$ cat src/rtl/accum_drain_pkg.sv
// Shared types, widths and the signed-to-sign/magnitude conversion for accum_drain.
package accum_drain_pkg;

  localparam int ACC_W  = 32;
  localparam int MAG_W  = 31;
  localparam int KLEN_W = 8;

  localparam logic [ACC_W-1:0] ACC_MIN = {1'b1, {MAG_W{1'b0}}};

  typedef enum logic [1:0] {
    ACCUM,
    CAPTURE,
    CLEAR
  } stateT;

  typedef struct packed {
    logic             sign;
    logic [MAG_W-1:0] mag;
  } resultT;

  // The most negative value wraps to magnitude 0 here; saturation is applied by the caller.
  function automatic resultT convert(input logic [ACC_W-1:0] acc);
    resultT           r;
    logic [ACC_W-1:0] neg;
    neg    = -acc;
    r.sign = acc[ACC_W-1];
    r.mag  = acc[ACC_W-1] ? neg[MAG_W-1:0] : acc[MAG_W-1:0];
    return r;
  endfunction

endpackage

$ cat src/rtl/accum_drain_fifo.sv
// First-word-fall-through result FIFO: the head entry is visible whenever the FIFO is not empty.
module accum_drain_fifo #(
  parameter int DEPTH = 4,
  parameter int WIDTH = 32
) (
  input  logic                       clk,
  input  logic                       rst,
  input  logic                       push,
  input  logic                       pop,
  input  logic [WIDTH-1:0]           pushData,
  output logic [WIDTH-1:0]           headData,
  output logic                       full,
  output logic                       empty,
  output logic [$clog2(DEPTH):0]     count
);

  localparam int PTR_W = $clog2(DEPTH);

  logic [WIDTH-1:0] mem [DEPTH];
  logic [PTR_W-1:0] wrPtr;
  logic [PTR_W-1:0] rdPtr;
  logic             doPush;
  logic             doPop;

  assign empty    = (count == '0);
  assign full     = (count == (PTR_W+1)'(DEPTH));
  assign doPop    = pop && !empty;
  // A full FIFO still accepts a push when the head leaves on the same edge.
  assign doPush   = push && (!full || doPop);
  assign headData = mem[rdPtr];

  // NOTE: storage has no reset; validity comes from count, so clearing the array would only cost reset fan-out.
  always_ff @(posedge clk) begin
    if (doPush) mem[wrPtr] <= pushData;
  end

  // NOTE: sequential state uses non-blocking assignments so every register samples pre-edge values.
  always_ff @(posedge clk or posedge rst) begin
    if (rst) begin
      wrPtr <= '0;
      rdPtr <= '0;
      count <= '0;
    end else begin
      if (doPush) wrPtr <= wrPtr + 1'b1;
      if (doPop)  rdPtr <= rdPtr + 1'b1;
      case ({doPush, doPop})
        2'b10:   count <= count + 1'b1;
        2'b01:   count <= count - 1'b1;
        default: count <= count;
      endcase
    end
  end

endmodule

$ cat src/rtl/accum_drain.sv
// Closes convolution windows on an external accumulator, queues sign/magnitude results and clears the accumulator.
// Optional macro ACCUM_DRAIN_SAT_EN saturates the most negative sum and raises a sticky Overflow flag.
module accum_drain
  import accum_drain_pkg::*;
#(
  parameter int FIFO_DEPTH = 4
) (
  input  logic        clk,
  input  logic        rst,
  input  logic [7:0]  KernelLen,
  input  logic        TapValid,
  output logic        TapReady,
  input  logic [31:0] AccumIn,
  output logic        AccumReset,
  output logic [30:0] OutMag,
  output logic        OutSign,
  output logic        OutValid,
  input  logic        OutReady,
  output logic [3:0]  FifoCount,
  output logic        Overflow
);

  localparam int CNT_W = $clog2(FIFO_DEPTH) + 1;

  stateT             state;
  logic [KLEN_W-1:0] tapCount;
  logic [KLEN_W-1:0] klenLatched;
  logic [KLEN_W-1:0] windowLen;
  logic              tapAccept;
  logic              lastTap;
  logic              capturePush;
  logic              fifoPop;
  logic              fifoFull;
  logic              fifoEmpty;
  logic [CNT_W-1:0]  fifoCnt;
  resultT            captured;
  resultT            head;

  // The first tap of a window reads KernelLen directly; later taps use the latched copy.
  assign windowLen   = (tapCount != '0)   ? klenLatched :
                       (KernelLen == '0)  ? KLEN_W'(1)  : KernelLen;
  assign tapAccept   = TapValid && TapReady;
  assign lastTap     = ((tapCount + KLEN_W'(1)) == windowLen);
  assign fifoPop     = OutValid && OutReady;
  assign capturePush = (state == CAPTURE) && (!fifoFull || fifoPop);

  always_comb begin
    captured = convert(AccumIn);
`ifdef ACCUM_DRAIN_SAT_EN
    if (AccumIn == ACC_MIN) captured.mag = '1;
`endif
  end

  // TapReady and AccumReset are registered alongside state so they never glitch.
  always_ff @(posedge clk or posedge rst) begin
    if (rst) begin
      state       <= CLEAR;
      AccumReset  <= 1'b1;
      TapReady    <= 1'b0;
      tapCount    <= '0;
      klenLatched <= '0;
    end else begin
      case (state)
        ACCUM: begin
          if (tapAccept) begin
            if (tapCount == '0) klenLatched <= windowLen;
            if (lastTap) begin
              tapCount <= '0;
              state    <= CAPTURE;
              TapReady <= 1'b0;
            end else begin
              tapCount <= tapCount + KLEN_W'(1);
            end
          end
        end
        CAPTURE: begin
          if (capturePush) begin
            state      <= CLEAR;
            AccumReset <= 1'b1;
          end
        end
        CLEAR: begin
          state      <= ACCUM;
          AccumReset <= 1'b0;
          TapReady   <= 1'b1;
        end
        default: begin
          state      <= CLEAR;
          AccumReset <= 1'b1;
          TapReady   <= 1'b0;
        end
      endcase
    end
  end

`ifdef ACCUM_DRAIN_SAT_EN
  always_ff @(posedge clk or posedge rst) begin
    if (rst)                                   Overflow <= 1'b0;
    else if (capturePush && AccumIn == ACC_MIN) Overflow <= 1'b1;
  end
`else
  assign Overflow = 1'b0;
`endif

  accum_drain_fifo #(
    .DEPTH (FIFO_DEPTH),
    .WIDTH (ACC_W)
  ) u_fifo (
    .clk      (clk),
    .rst      (rst),
    .push     (capturePush),
    .pop      (fifoPop),
    .pushData (captured),
    .headData (head),
    .full     (fifoFull),
    .empty    (fifoEmpty),
    .count    (fifoCnt)
  );

  // Uninitialised storage is hidden behind empty so the outputs read zero when idle.
  assign OutValid  = !fifoEmpty;
  assign OutSign   = fifoEmpty ? 1'b0 : head.sign;
  assign OutMag    = fifoEmpty ? '0   : head.mag;
  assign FifoCount = 4'(fifoCnt);

endmodule

$ cat config.mk
export PLATFORM = sky130hd
export DESIGN_NAME = accum_drain
export DESIGN_NICKNAME = d
export VERILOG_FILES = /design/src/rtl/accum_drain_pkg.sv /design/src/rtl/accum_drain_fifo.sv /design/src/rtl/accum_drain.sv
export SDC_FILE = /design/constraint.sdc
export NUM_CORES = 1
export LEC_CHECK = 0
export ABC_CLOCK_PERIOD_IN_PS = 4030
export CORE_UTILIZATION = 56
export CTS_CLUSTER_DIAMETER = 80
export DETAILED_ROUTE_END_ITERATION = 16
export GPL_TIMING_DRIVEN = 0
export PLACE_DENSITY_LB_ADDON = 0.3
export SKIP_LAST_GASP = 1
export SYNTH_ARGS = -nofsm -noshare
export SYNTH_HDL_FRONTEND = slang
export SYNTH_SLANG_ARGS = --single-unit
$ cat constraint.sdc
create_clock -name clk -period 4.03 [get_ports clk]
set_clock_uncertainty 0.15 [all_clocks]
set_input_delay 0.6045 -clock clk [delete_from_list [all_inputs] [get_ports clk]]
set_output_delay 0.6045 -clock clk [all_outputs]
set_load 0.02 [all_outputs]
==> results of run 1 <==
==> stage by stage <==
stage          utilization, %  total power [mW]  hold slack (ps)
2_1_floorplan               -              3.39              317
3_3_place_gp             66.4              4.14              336
3_5_place_dp             66.4              4.19              345
4_1_cts                  71.2              5.75              359
5_1_grt                  71.2              5.97              377
6_report                 71.2              5.71              359
==> flip-flops by register name (all words and copies together) (netlist names) <==
| name | cells |
|---|---|
| state | 2 |
| tapCount | 8 |
| klenLatched | 8 |
| TapReady | 1 |
| u_fifo.mem | 128 |
| u_fifo.wrPtr | 2 |
| u_fifo.rdPtr | 2 |
| u_fifo.count | 3 |
| AccumReset | 1 |
==> power breakdown <==
part / internal (mW) / total, mW / leakage [nW] / switching, mW
sequential: 1.89 / 1.98 / 1.48 / 0.0959
combinational: 1.09 / 2.18 / 1.21 / 1.09
clock: 0.956 / 1.54 / 0.268 / 0.589
total: 3.93 / 5.71 / 2.95 / 1.77
==> worst paths after layout <==
check                           slack [ps]                     endpoint                        start  cells after the start
worst max-delay path                   290                    OutMag[9]  u_fifo.rdPtr[0]$_DFFE_PP0P_                      5
worst min-delay path                   360  u_fifo.count[2]$_DFFE_PP0P_  u_fifo.count[2]$_DFFE_PP0P_                      1
worst max register to register         820         TapReady$_DFFE_PP0P_      tapCount[0]$_DFFE_PP0P_                     10
worst min register to register         360  u_fifo.count[2]$_DFFE_PP0P_  u_fifo.count[2]$_DFFE_PP0P_                      1
max in group asynchronous             2510      tapCount[3]$_DFFE_PP0P_                          rst                      2
min in group asynchronous              590  u_fifo.count[2]$_DFFE_PP0P_                          rst                      2
==> layer usage <==
layer	GRT usage (%)	vias up	part of all wire, %
li1	-	1906	-
met1	29.2	2122	40
met2	41.7	142	53
met3	7.17	16	6.0
met4	7.01	0	1.3
met5	0	-	0
==> Yosys cell counts (10+ instances only) <==
cell type | number | area share (%)
sky130_fd_sc_hd__mux4_2 | 32 | 10
sky130_fd_sc_hd__o21ai_0 | 13 | 0.93
sky130_fd_sc_hd__o31ai_1 | 10 | 1.1
sky130_fd_sc_hd__and2_1 | 38 | 3.4
sky130_fd_sc_hd__xnor2_1 | 36 | 4.5
sky130_fd_sc_hd__nand2_1 | 29 | 1.6
sky130_fd_sc_hd__edfxtp_1 | 128 | 55
sky130_fd_sc_hd__xor2_1 | 11 | 1.4
sky130_fd_sc_hd__clkbuf_1 | 15 | 0.80
sky130_fd_sc_hd__inv_1 | 13 | 0.70
sky130_fd_sc_hd__dfrtp_1 | 25 | 8.9
==> logic make-up (layout without fill, tap and decap cells) <==
family                   Yosys count  after routing  share of synthesized area (%)
AO/OA/AOI/OAI                     44             44                           4.21
XOR/XNOR                          47             47                           5.87
adder cells (fa/ha/maj)            9              9                           1.71
buffers and inverters             34            145                           2.03
flip-flops                       155            155                           64.4
multiplexers                      47             47                           12.5
other                              1              2                         0.0534
AND/OR/NAND/NOR                  114            114                           9.16
==> layout make-up <==
cell class                 instances  area share (%)
sequential                       155            52.4
inverter                          13           0.566
timing repair buffer              81            9.40
buffer                            21            1.28
tap                              168            2.44
multi-input combinational        263            27.4
clock buffer                      20            5.06
clock inverter                    10            1.46
==> results list, run 1 <==
* Result of the run: finished, final reports clean
- Cell family with most CP delay: buffers and inverters
* Number of DRC markers in iteration 0: roughly 220
- Drt first pass iters: 5
- Final critical-path required period: roughly 3700 ps
- For this run, the post-layout net count is just over 600.
- After detailed placement, the total cell area comes to slightly above 8000 sq um.
- Commonest non-fill, non-tap cells in the layout: 128 x sky130_fd_sc_hd__edfxtp_1, 81 x sky130_fd_sc_hd__clkdlybuf4s50_1, 36 x sky130_fd_sc_hd__xnor2_1
- Pin slew with the least headroom to its limit: around 1000 ps
- Signed area change from the synthesized netlist to the final layout: 22.9%
- Post-DRT Antenna Nets: 0
- In this run the tool buffered the top-level ports with 81 buffer cells.
- Area of all sequential standard cells: ~4500 sq um
- Setup violations remaining at the end of the flow were counted as 0.
- Seq/Total Area, Yosys: about 64%
- Place WS: roughly 480 ps
- Maximum fanout along the worst path: 10
- TritonCTS built the clock tree.
- Remaining DRCs: 0
- Filler instances: a little over 800
- After detailed routing, the average wire length per cell comes to a little under 20 um.
- Post-synthesis cell count: around 450
- In the synthesized netlist the async set-or-reset flop fraction comes to around 17%.
- The initial antenna violation count came to 0.
- Data on the critical path arrives at its endpoint at about 3000 ps.
* Slew margin rel.: a little under a third
* Period Utilization, post-route: between 90 and 100%
- Number of pins with negative max-slew slack in the final report: 0
* TritonCTS Sinks: around 160
- Setup slack on the critical path of the routed design comes to roughly 290 ps.
* Slowest cell on crit path: sky130_fd_sc_hd__mux4_2
- In this run the vertical extent of the chip is roughly 110 um.
- Number of hold buffers added after cts: 0
* Highest achievable clock rate: approximately 0.27 GHz
- After global routing the overflow that remains totals 0.
- Worst IR drop on VDD: 510 uV
- After clock tree synthesis, the repair step resized 4 gates.
* Die X-Extent: about 110 um
- Adding up every negative setup slack in the final design gives 0 ps.
* Kind of launch point of the worst setup path: flop
- Total clock buffers created by CTS: 17
- Number of non-filler instances in the completed layout: between 700 and 800
- Number of distinct standard cells referenced by the synthesized netlist: 47
* Primary flip-flop cell chosen by synthesis mapping: sky130_fd_sc_hd__edfxtp_1
- Buffers and inverters on the worst path: 3
- Summing all multi-input logic gate instances after layout gives between 2000 and 2500 sq um.
- Counting flops and latches in the post-synthesis netlist gives 155.
* Hold Crit Class: flop to flop
- Area of the placeable core: around 12000 sq um
- Power Density: approximately 660 nW/um^2
- Stage delay of the slowest cell on the critical path: 570 ps
- Max clock buf depth: 2
- Leakage power figure: between 2 and 3 nW
- Hold Fails Final Rpt: 0
- Via count of the first global-routing pass: between 4000 and 5000
* Max-cap check violation count: 0
- Io pins: 84
- For this run, the number of Yosys warnings is 0.
- The cell sitting at the root of the clock tree is a sky130_fd_sc_hd__clkbuf_16.
- CTS built an H-tree with a depth of 4.
- Number of enable-type register cells in the synthesized netlist: roughly 130
- Wire length of the first global-routing pass: 22600 um
- CTS clock-pin slew for the worst setup and hold paths: about 60 ps
- Total routing usage reported by global routing: 24.0%
- Count of antenna diodes in the layout: 0
* CP endpoint kind: output port
- Once the floorplan was initialized, standard cells occupied 57.9% of the core.
- Post-DR vias/cell: 5.73
- Post-synthesis instance area: ~7000 sq um
- Crit-path cells: clkbuf_1, clkdlybuf4s15_2, mux4_2, and2_1, clkdlybuf4s50_1
- After floorplanning, the core was divided into 40 placement rows.
* Routed wire length: ~14000 um
* Share of cells above drive strength 1: 14.6%
- Entering global routing, the biggest net connects 33 pins.
* Placed cells: about 700
- The congestion estimate from routability-driven global placement came to roughly 0.85.
- Setup repair after global routing left no endpoint under its margin.
- Final Instance Area: 8630 sq um
- At the worst endpoint, the required time is around 3300 ps.
* Type of the setup path with the least slack: flop to output port
* Count of vias placed by the detailed router: approximately 4200
* Leading cell type in the layout, fill and taps excluded: sky130_fd_sc_hd__edfxtp_1
- Hpwl dp: 9200 um
- Once the clock tree was built, the setup fixing pass inserted 0 buffers.
- Each instance of the synthesized netlist takes up on average 15.6 sq um.
- Total die area: 13000 sq um
- The later pin in the worst-skew pair is clocked with a latency of between 400 and 500 ps.
No activity file was read; power rests on OpenSTA's default activity.
==> run 2: changes to the inputs <==
--- a/config.mk
+++ b/config.mk
@@ -7,7 +7,6 @@
 export LEC_CHECK = 0
 export ABC_CLOCK_PERIOD_IN_PS = 4030
 export CORE_UTILIZATION = 56
-export CTS_CLUSTER_DIAMETER = 80
 export DETAILED_ROUTE_END_ITERATION = 16
 export GPL_TIMING_DRIVEN = 0
 export PLACE_DENSITY_LB_ADDON = 0.3
==> results of run 2 <==
The final DEF is identical to that of run 1; final timing and power are the same.
==> run 3: changes to the inputs <==
--- a/config.mk
+++ b/config.mk
@@ -10,6 +10,7 @@
 export DETAILED_ROUTE_END_ITERATION = 16
 export GPL_TIMING_DRIVEN = 0
 export PLACE_DENSITY_LB_ADDON = 0.3
+export SKIP_CTS_REPAIR_TIMING = 1
 export SKIP_LAST_GASP = 1
 export SYNTH_ARGS = -nofsm -noshare
 export SYNTH_HDL_FRONTEND = slang
==> run 3 against run 2 <==
Final area down 0.15%. Via count down 1.1%. Final cell count unchanged. First-iteration DRC count down 0.46%. Non-clock buffer count unchanged. Die area unchanged. Critical endpoint unchanged. Fmax up 3.2%. Setup slack better by 120 ps. Worst hold slack about the same. Critical path type unchanged. Largest power group unchanged. Register-to-register slack about the same. Utilization down 0.10 points. Clock power about the same.
==> results list, run 3 (synthesis gave the netlist of run 1 again) <==
* Result of the run: finished, final reports clean
- In the final routed layout, each cell accounts on average for 19.3 um.
- Along the worst path, the maximum fanout reaches 10.
- Utilization of the core after routing: between 70% and 80%
* Wire length of the first global-routing pass: 22600 um
- TritonCTS built the clock tree.
- Cell at the root of the clock tree: sky130_fd_sc_hd__clkbuf_16
- CTS saw approximately 160 sinks.
- In this run the critical register-to-register path is launched from tapCount[0]$_DFFE_PP0P_.
- For this run, design rule violations remaining after detail routing come to 0.
* Crit-path cells: clkbuf_1, clkbuf_2, mux4_2, and2_1, clkdlybuf4s50_1
- For this configuration, the core starts out at a cell density of around 58%.
- For this run, the slowest stage of the critical path takes about 560 ps.
- The net count of the finished layout is just over 600.
- The routed design could run at a clock period as short as between 3000 and 4000 ps.
* Routed wire length: ~14000 um
* Levels on crit path: 5
- The die is between 100 and 150 um wide.
- The die covers ~13000 sq um.
* CTS clock-pin slew for the worst setup and hold paths: around 60 ps
- The setup path with the least slack is of type flop to output port.
- Maximum level of the CTS H-tree: 4
* Final weighted congestion of routability-driven global placement: 0.848
- Slew margin rel.: slightly below 30%
* Share of cells above drive strength 1: between 10 and 15%
- Critical path origin: u_fifo.rdPtr[0]$_DFFE_PP0P_
- Count of vias placed by the detailed router: roughly 4100
- Measured along the y axis, the die boundary spans ~110 um.
- Compared with the post-synthesis result, the final layout area differs by 22.7%.
- Power Density: between 600 and 700 nW/um^2
- IR analysis of the VDD net gives a maximum drop of a little over 500 uV.
- Following the worst setup path forward leads to its endpoint at OutMag[9].
- Number of buffers inserted by port buffering: between 80 and 90
- Worst reg2reg endpoint: TapReady$_DFFE_PP0P_
- Place WS: 475 ps
- Across all hold checks on the routed design, the worst slack comes to 359 ps.
- Cell family with most CP delay: buffers and inverters
- 0 antenna diodes ended up in the layout.
- The longest clock path from root to sink contains 2 buffers.
- Hold Crit Class: flop to flop
- For the worst-skew pair, the clock arrives at the later sink with an insertion delay of 420 ps.
- Flip-flop count of the largest register, all copies and words added: roughly 130
- Global routing used about a quarter of the available tracks across all layers.
- Highest achievable clock rate: between 0.2 and 0.3 GHz
* Leakage power figure: just under 3 nW
* Number of antenna violations at the first check in global routing: 0
- The number of pins with negative max-slew slack in the final report is 0.
- Hold Fails Final Rpt: 0
* Slowest cell on crit path: sky130_fd_sc_hd__mux4_2
- Total power after layout: around 5.7 mW
- Setup-violating endpoint count in the final report: 0
- Worst-case reg-to-reg path depth: 10
* Total clock buffers created by CTS: 17
* Hpwl dp: around 9000 um
- Drt first pass iters: 5
- Entering global routing, the biggest net connects 33 pins.
- More flip-flops sit in one register than any other, and that register is u_fifo.mem.
- Post-DRT Antenna Nets: 0
- The total area inside the core boundary comes to between 10000 and 15000 sq um.
- In this run the count of I/O pins placed on the die edge is 84.
- Registers with the highest flip-flop counts: u_fifo.mem x128, klenLatched x8, tapCount x8
- In the layout the commonest cells are 128 x sky130_fd_sc_hd__edfxtp_1, 81 x sky130_fd_sc_hd__clkdlybuf4s50_1, 36 x sky130_fd_sc_hd__xnor2_1.
- Pin slew with the least headroom to its limit: roughly 1100 ps
- STA puts the critical path data required time at 3280 ps.
- Together, buffers and inverters on the worst path number 3.
- The library cell used most frequently in the layout, excluding fill and tap cells, is sky130_fd_sc_hd__edfxtp_1.
- For the worst setup path, the data arrival time is ~2900 ps.
- Slack of the worst reg-to-reg path: between 800 and 900 ps
* Number of DRC markers in iteration 0: around 220
- The via count of the first global-routing pass is between 4000 and 5000.
- Period Utilization, post-route: 89.9%
- Grt total ovfl: 0
- Dividing the detail-routed via count by the number of cells gives approximately 5.7.
- Unrepaired setup endpoints after global routing: no
- STA classifies the critical path endpoint as an output port.
- Slack of the critical path: between 400 and 500 ps
* Max-cap check violation count: 0
- The worst setup path is launched from a flop.
* Floorplan row count: 40
==> run 3: cell types whose count changed in the layout (fill, tap and decap cells not counted), sizes merged <==
cell / before / now
clkbuf: 36 / 38
clkdlybuf4s15: 2 / 0
==> run 3: worst register-to-register path, cell delays in order, from the launching register on <==
cell and delay, ps:
sky130_fd_sc_hd__dfrtp_1 460, sky130_fd_sc_hd__inv_1 130, sky130_fd_sc_hd__ha_1 160, sky130_fd_sc_hd__or4b_4 480, sky130_fd_sc_hd__or2_1 250, sky130_fd_sc_hd__buf_6 140
sky130_fd_sc_hd__mux2i_1 210, sky130_fd_sc_hd__xor2_1 100, sky130_fd_sc_hd__or4_1 650, sky130_fd_sc_hd__nor2_8 230, sky130_fd_sc_hd__a221oi_1 110
==> run 3: layout make-up <==
type,instances,area (sq um)
Timing Repair Buffer,81,811
Buffer,21,97.6
Sequential cell,155,4520
Clock buffer,20,437
Clock inverter,10,126
Inverter,13,48.8
Multi-Input combinational cell,263,2360
Tap cell,168,210
Fill cell,811,3500
==> run 3: where the power goes <==
part           internal [mW]  switching [mW]
clock                  0.956           0.585
sequential              1.89          0.0971
combinational           1.08            1.09
==> run 3: worst min path at each step <==
stage | start | to | slack (ps) | cells after the start
2_1_floorplan | klenLatched[0]$_DFFE_PP0P_ | klenLatched[0]$_DFFE_PP0P_ | 320 | 2
6_report | u_fifo.count[2]$_DFFE_PP0P_ | u_fifo.count[2]$_DFFE_PP0P_ | 360 | 1
3_5_place_dp | u_fifo.count[2]$_DFFE_PP0P_ | u_fifo.count[2]$_DFFE_PP0P_ | 340 | 1
5_1_grt | klenLatched[5]$_DFFE_PP0P_ | klenLatched[5]$_DFFE_PP0P_ | 380 | 1
3_3_place_gp | klenLatched[0]$_DFFE_PP0P_ | klenLatched[0]$_DFFE_PP0P_ | 340 | 2
4_1_cts | u_fifo.count[2]$_DFFE_PP0P_ | u_fifo.count[2]$_DFFE_PP0P_ | 360 | 1
==> run 3: metal layers <==
| layer | vias up | wire (um) | share of wire, % | track usage, % |
|---|---|---|---|---|
| li1 | 1902 | - | - | - |
| met1 | 2083 | 5500 | 39 | 29.1 |
| met2 | 143 | 7530 | 53 | 41.7 |
| met3 | 14 | 910 | 6.5 | 7.17 |
| met4 | 0 | 145 | 1.0 | 7.01 |
| met5 | - | 0 | 0 | 0 |
==> run 3: per-stage QoR <==
| stage | TNS (ps) | std cells | instance area (sq um) |
|---|---|---|---|
| after global routing | 0 | 731 | 8610 |
| final | 0 | 731 | 8610 |
| after floorplan | 0 | 452 | 7020 |
| after global placement | 0 | 701 | 8040 |
| after detailed placement | 0 | 701 | 8050 |
| after CTS | -285 | 731 | 8610 |
==> patch 1 (settings of run 1) <==
The option `ACCUM_DRAIN_SAT_EN` is turned on by a define.
--- a/src/rtl/accum_drain.sv
+++ b/src/rtl/accum_drain.sv
@@ -1,4 +1,6 @@
 // Closes convolution windows on an external accumulator, queues sign/magnitude results and clears the accumulator.
 // Optional macro ACCUM_DRAIN_SAT_EN saturates the most negative sum and raises a sticky Overflow flag.
+`define ACCUM_DRAIN_SAT_EN
+
 module accum_drain
   import accum_drain_pkg::*;
Function: changed (a bounded check fails within 4 cycles, from zero or initial values and one cycle with rst high).
==> patch 1 against run 1 <==
- final area rose by 4.5%
- area after synthesis rose by 5.0%
- setup slack improved by 0.15 ns
- die area rose by 4.9%
- sequential cell count rose by 1
- total power rose by 4.4%
- routed wire length rose by 7.3%
- first-iteration DRC count rose by 27%
- sequential share of layout area fell by 2.0 points
- combinational power rose by 7%
- critical path type unchanged
==> patch 1: results (changes against run 1) <==
Status
  • Status: complete, no violations (unchanged)

Synth
  • Top cells by count, synth: 128 x edfxtp_1, 52 x nand2_1, 37 x and2_1, 32 x mux4_2, 29 x xor2_1 (was 128 x edfxtp_1, 38 x and2_1, 36 x xnor2_1, 32 x mux4_2, 29 x nand2_1)
  • Netlist cell types: 60 (was 47)
  • Post-synthesis sequential area ratio: 0.617 (was 0.644)

Route
  • Iter 0 DRT Violations: 276 (was 218)
  • DR WL met3: 682 um (was 845 um)
  • M1 WL: 6.56 mm (was 5.62 mm)
  • Final WL: 15.2 mm (was 14.2 mm)
  • Vias: 4594 (was 4186)
  • Routed length on met2: 7.60 mm (was 7.51 mm)

Worst setup path
  • Worst R2R Setup Slack: 0.86 ns (was 0.82 ns)
  • CP Data Arrival Time: 2.83 ns (was 2.99 ns)

Global routing
  • Met3 usage: 0.0545 (was 0.0717)
  • Global routing usage on met1: 0.309 (was 0.292)
  • Vias in the first global route: 4709 (was 4367)
  • Total GRT Usage: 0.244 (was 0.240)
  • GR Util met2: 0.412 (was 0.417)

Layout
  • Buffer share of cell area: 0.106 (was 0.107)
  • Final core utilization: 0.709 (was 0.712)
  • Clock-cell share: 0.0669 (was 0.0653)
  • Number of fill cells: 885 (was 812)
  • Bufs w/o clock: 106 (was 102)
  • Multi-In Gates: 312 (was 263)
  • Share of layout cells above drive strength 1: 0.152 (was 0.146)
  • Multi-input combinational cell area: 2650 sq um (was 2360 sq um)
  • Layout Nets: 659 (was 605)
  • # clk buffers: 25 (was 20)

Placed design
  • PortBufs: 82 (was 81)
  • Post-DP HPWL: 9.92 mm (was 9.20 mm)
  • Cell area after placement: 8410 sq um (was 8050 sq um)

CTS
  • Post-cts sizing count: 0 (was 4)

Power
  • Switching power: 0.00186 W (was 0.00177 W)
  • Peak VDD IR: 397 uV (was 510 uV)

Hold path
  • Min-delay src: Overflow$_DFFE_PP0P_ (was u_fifo.count[2]$_DFFE_PP0P_)

Timing
  • Slew margin rel.: 0.284 (was 0.305)
  • Worst hold slack: 0.322 ns (was 0.359 ns)

Floorplanning
  • Core region area: 12700 sq um (was 12100 sq um)
-- patch 1: logic make-up (layout without fill, tap and decap cells) --
| kind of cell | after synthesis | after routing | synth area share |
|---|---|---|---|
| buf+inv | 37 | 151 | 0.0243 |
| xor+xnor | 35 | 35 | 0.0416 |
| mux | 42 | 42 | 0.113 |
| compound gates | 67 | 67 | 0.0627 |
| other cells | 1 | 1 | 0.000509 |
| simple gates | 158 | 158 | 0.124 |
| flops | 156 | 156 | 0.617 |
| fa+ha+maj | 9 | 9 | 0.0163 |
-- patch 1: final timing paths --
kind                                                    end  cells after the start
worst max-delay path                             OutMag[16]                      5
worst min-delay path                   Overflow$_DFFE_PP0P_                      1
worst max register to register      tapCount[0]$_DFFE_PP0P_                     10
worst min register to register         Overflow$_DFFE_PP0P_                      1
max in group asynchronous           tapCount[4]$_DFFE_PP0P_                      2
min in group asynchronous       u_fifo.count[2]$_DFFE_PP0P_                      2
-- patch 1: power groups by stage --
stage	Clock [W]	Combinational [W]	Sequential [W]
finish	0.00165	0.00233	0.00198
global route	0.00171	0.00253	0.00200
CTS	0.00166	0.00235	0.00198
detailed placement	0	0.00234	0.00201
global placement	0	0.00229	0.00200
floorplan	0	0.00151	0.00202
-- patch 1: metrics by stage --
stage,setup slack [ns],instances
after floorplan,1.09,505
after global placement,0.345,759
after detailed placement,0.263,759
after CTS,0.0421,791
after global routing,0.249,791
final,0.443,791
-- patch 1: worst reg2reg max path: cells and delay by family (launching register included) --
| family | cells | cell delay (ns) |
|---|---|---|
| compound gates | 1 | 0.30 |
| fa+ha+maj | 1 | 0.17 |
| buf+inv | 2 | 0.41 |
| flops | 1 | 0.45 |
| mux | 1 | 0.28 |
| simple gates | 5 | 1.32 |
==> patch 2 (flow settings as in run 1) <==
Without the edit above. The 3 states of `stateT` get a one-hot encoding in 3 bits.
--- a/src/rtl/accum_drain_pkg.sv
+++ b/src/rtl/accum_drain_pkg.sv
@@ -8,8 +8,8 @@
   localparam logic [ACC_W-1:0] ACC_MIN = {1'b1, {MAG_W{1'b0}}};
 
-  typedef enum logic [1:0] {
-    ACCUM,
-    CAPTURE,
-    CLEAR
+  typedef enum logic [2:0] {
+    ACCUM   = 3'b001,
+    CAPTURE = 3'b010,
+    CLEAR   = 3'b100
   } stateT;
 
Formal check against the unedited RTL: same outputs for any inputs over 10 cycles, from zero or initial values and one cycle with rst high; not proved beyond that.
==> patch 2 against run 1 <==
- sequential cell count increased by 1
- critical endpoint is now OutMag[19]
- area after synthesis rose by 1.9%
- total power up 4.8%
- setup slack better by 0.017 ns
- final area rose by 2.3%
- sequential share of layout area down 0.90 points
- routed wire length is 5.3% higher
- via count up 6.4%
==> patch 2: results (changes against run 1) <==
Global routing
  • Vias in the first global route: 4533 (was 4367)
  • First-pass GRT wire length: 23.8 mm (was 22.6 mm)
  • Initial antenna violation count: 0 (unchanged)
  • Total GRT Usage: 0.249 (was 0.240)
  • Largest net degree at the start of global routing: 33 (unchanged)

CTS
  • Postcts setup bufs: 0 (unchanged)
  • Root Buffer Master: clkbuf_16 (unchanged)
  • H-tree Lvls: 4 (unchanged)
  • Skew-Pair Late Insertion Delay: about 0.41 ns
  • Max Root-Sink Buffers: 2 (unchanged)

Power
  • Peak VDD IR: 418 uV (was 510 uV)
  • Leak Pwr: 3.02 nW (was 2.95 nW)

Worst setup path
  • Slowest stage cell, crit path: mux4_2 (unchanged)
  • CP max FO: 10 (unchanged)
  • Cell family with most CP delay: buffers and inverters (unchanged)
  • CP Data Arrival Time: 2.97 ns (was 2.99 ns)

Synth
  • Warnings from Yosys: 0 (unchanged)
  • Post-Syn Instances: 474 (was 451)
  • Netlist cell types: 51 (was 47)
  • Post-synthesis sequential area ratio: 0.636 (was 0.644)
  • Top post-synthesis cells by area: edfxtp_1 54%, mux4_2 10%, dfrtp_1 9.1%, xnor2_1 4.5%, and2_1 3.4% (was edfxtp_1 55%, mux4_2 10%, dfrtp_1 8.9%, xnor2_1 4.5%, and2_1 3.4%)
  • Top cells by count, synth: 128 x edfxtp_1, 39 x and2_1, 37 x xnor2_1, 32 x mux4_2 (was 128 x edfxtp_1, 38 x and2_1, 36 x xnor2_1, 32 x mux4_2, 29 x nand2_1)
  • Async set-reset flop share out of synthesis: 0.179 (was 0.174)

Layout
  • Fin cells: 756 (was 731)
  • Layout Nets: 628 (was 605)
  • Inserted Diodes: 0 (unchanged)
  • Share of layout cells above drive strength 1: 0.155 (was 0.146)

Route
  • Initial DRT Pass Iterations: 4 (was 5)
  • Final WL: 14.9 mm (was 14.2 mm)
  • Vias per inst: 5.89 (was 5.73)
  • Iter 0 DRT Violations: 251 (was 218)

Placed design
  • PortBufs: 81 (unchanged)
  • Gp weighted congestion: 0.857 (was 0.848)
  • Cell area after placement: 8180 sq um (was 8050 sq um)
  • Placed Cells: 724 (was 701)
  • Post-DP HPWL: 9.59 mm (was 9.20 mm)

Timing
  • Total negative setup slack: 0 ns (unchanged)
  • Worst Tran Pin Value: 1.05 ns (was 1.04 ns)

Status
  • Status: complete, no violations (unchanged)

Hold path
  • Worst hold path class: reg2reg (unchanged)
==> patch 2: cell types whose count changed in the layout (fill, tap and decap cells not counted), moves of 4 or more <==
cell,delta
o21ai_0,+9
mux2i_1,-6
xor2_1,-6
clkbuf_1,-5
clkinv_2,+4
nor3_1,+4
==> patch 2: cells by family after synthesis <==
group / share of synthesized area
AO/OA/AOI/OAI: 0.0551
buffers and inverters: 0.0227
multiplexers: 0.116
flip-flops: 0.636
other: 0.000524
XOR/XNOR: 0.0514
adder cells (fa/ha/maj): 0.0168
AND/OR/NAND/NOR: 0.101
==> patch 2: what timing repair did <==
| item | in CTS | in global routing |
|---|---|---|
| endpoints found under the hold margin | 0 | 0 |
| endpoints found under the setup margin | 6 | 8 |
| resized for setup | 4 | 2 |
| hold buffers | 0 | 0 |
==> patch 2: worst paths after layout <==
path / from / to / slack [ns] / depth (start not counted)
min reg2reg: AccumReset$_DFFE_PP1P_ / AccumReset$_DFFE_PP1P_ / 0.35 / 2
max: u_fifo.rdPtr[0]$_DFFE_PP0P_ / OutMag[19] / 0.31 / 5
max reg2reg: tapCount[0]$_DFFE_PP0P_ / TapReady$_DFFE_PP0P_ / 0.71 / 10
min: AccumReset$_DFFE_PP1P_ / AccumReset$_DFFE_PP1P_ / 0.35 / 2
min in group asynchronous: rst / u_fifo.count[0]$_DFFE_PP0P_ / 0.60 / 2
max in group asynchronous: rst / u_fifo.rdPtr[1]$_DFFE_PP0P_ / 2.50 / 2
==> patch 2: routing by layer <==
metal | GRT usage | part of all wire | up-vias | routed length (um)
met2 | 0.412 | 0.52 | 148 | 7700
li1 | - | - | 2011 | -
met4 | 0.114 | 0.026 | 0 | 390
met3 | 0.0538 | 0.052 | 30 | 777
met1 | 0.319 | 0.41 | 2263 | 6050
met5 | 0 | 0 | - | 0
==> patch 2: report_power, final <==
part           switching (W)  total (W)  internal [W]
sequential          0.000101    0.00199       0.00189
clock               0.000603    0.00169       0.00109
combinational        0.00116    0.00229       0.00114
total                0.00186    0.00598       0.00412
==> patch 2: worst min-delay path, delay by kind of cell (launching register included) <==
family | cells | cell delay (ns)
compound gates | 1 | 0.04
flops | 1 | 0.37
simple gates | 1 | 0.09
==> patch 2: through the flow <==
step,setup slack [ns],utilization,total power (W)
2_1_floorplan,0.910,-,0.00347
3_3_place_gp,0.0897,0.669,0.00423
3_5_place_dp,0.0296,0.670,0.00429
4_1_cts,0.0867,0.723,0.00600
5_1_grt,0.117,0.723,0.00623
6_report,0.305,0.723,0.00598
==> patch 2: cell type report <==
cell class / instances / area (sq um)
sequential: 156 / 4550
fill: 814 / 3390
multi-input combinational: 283 / 2450
timing repair buffer: 81 / 811
clock buffer: 18 / 429
tap: 168 / 210
clock inverter: 14 / 200
buffer: 23 / 130
inverter: 13 / 48.8
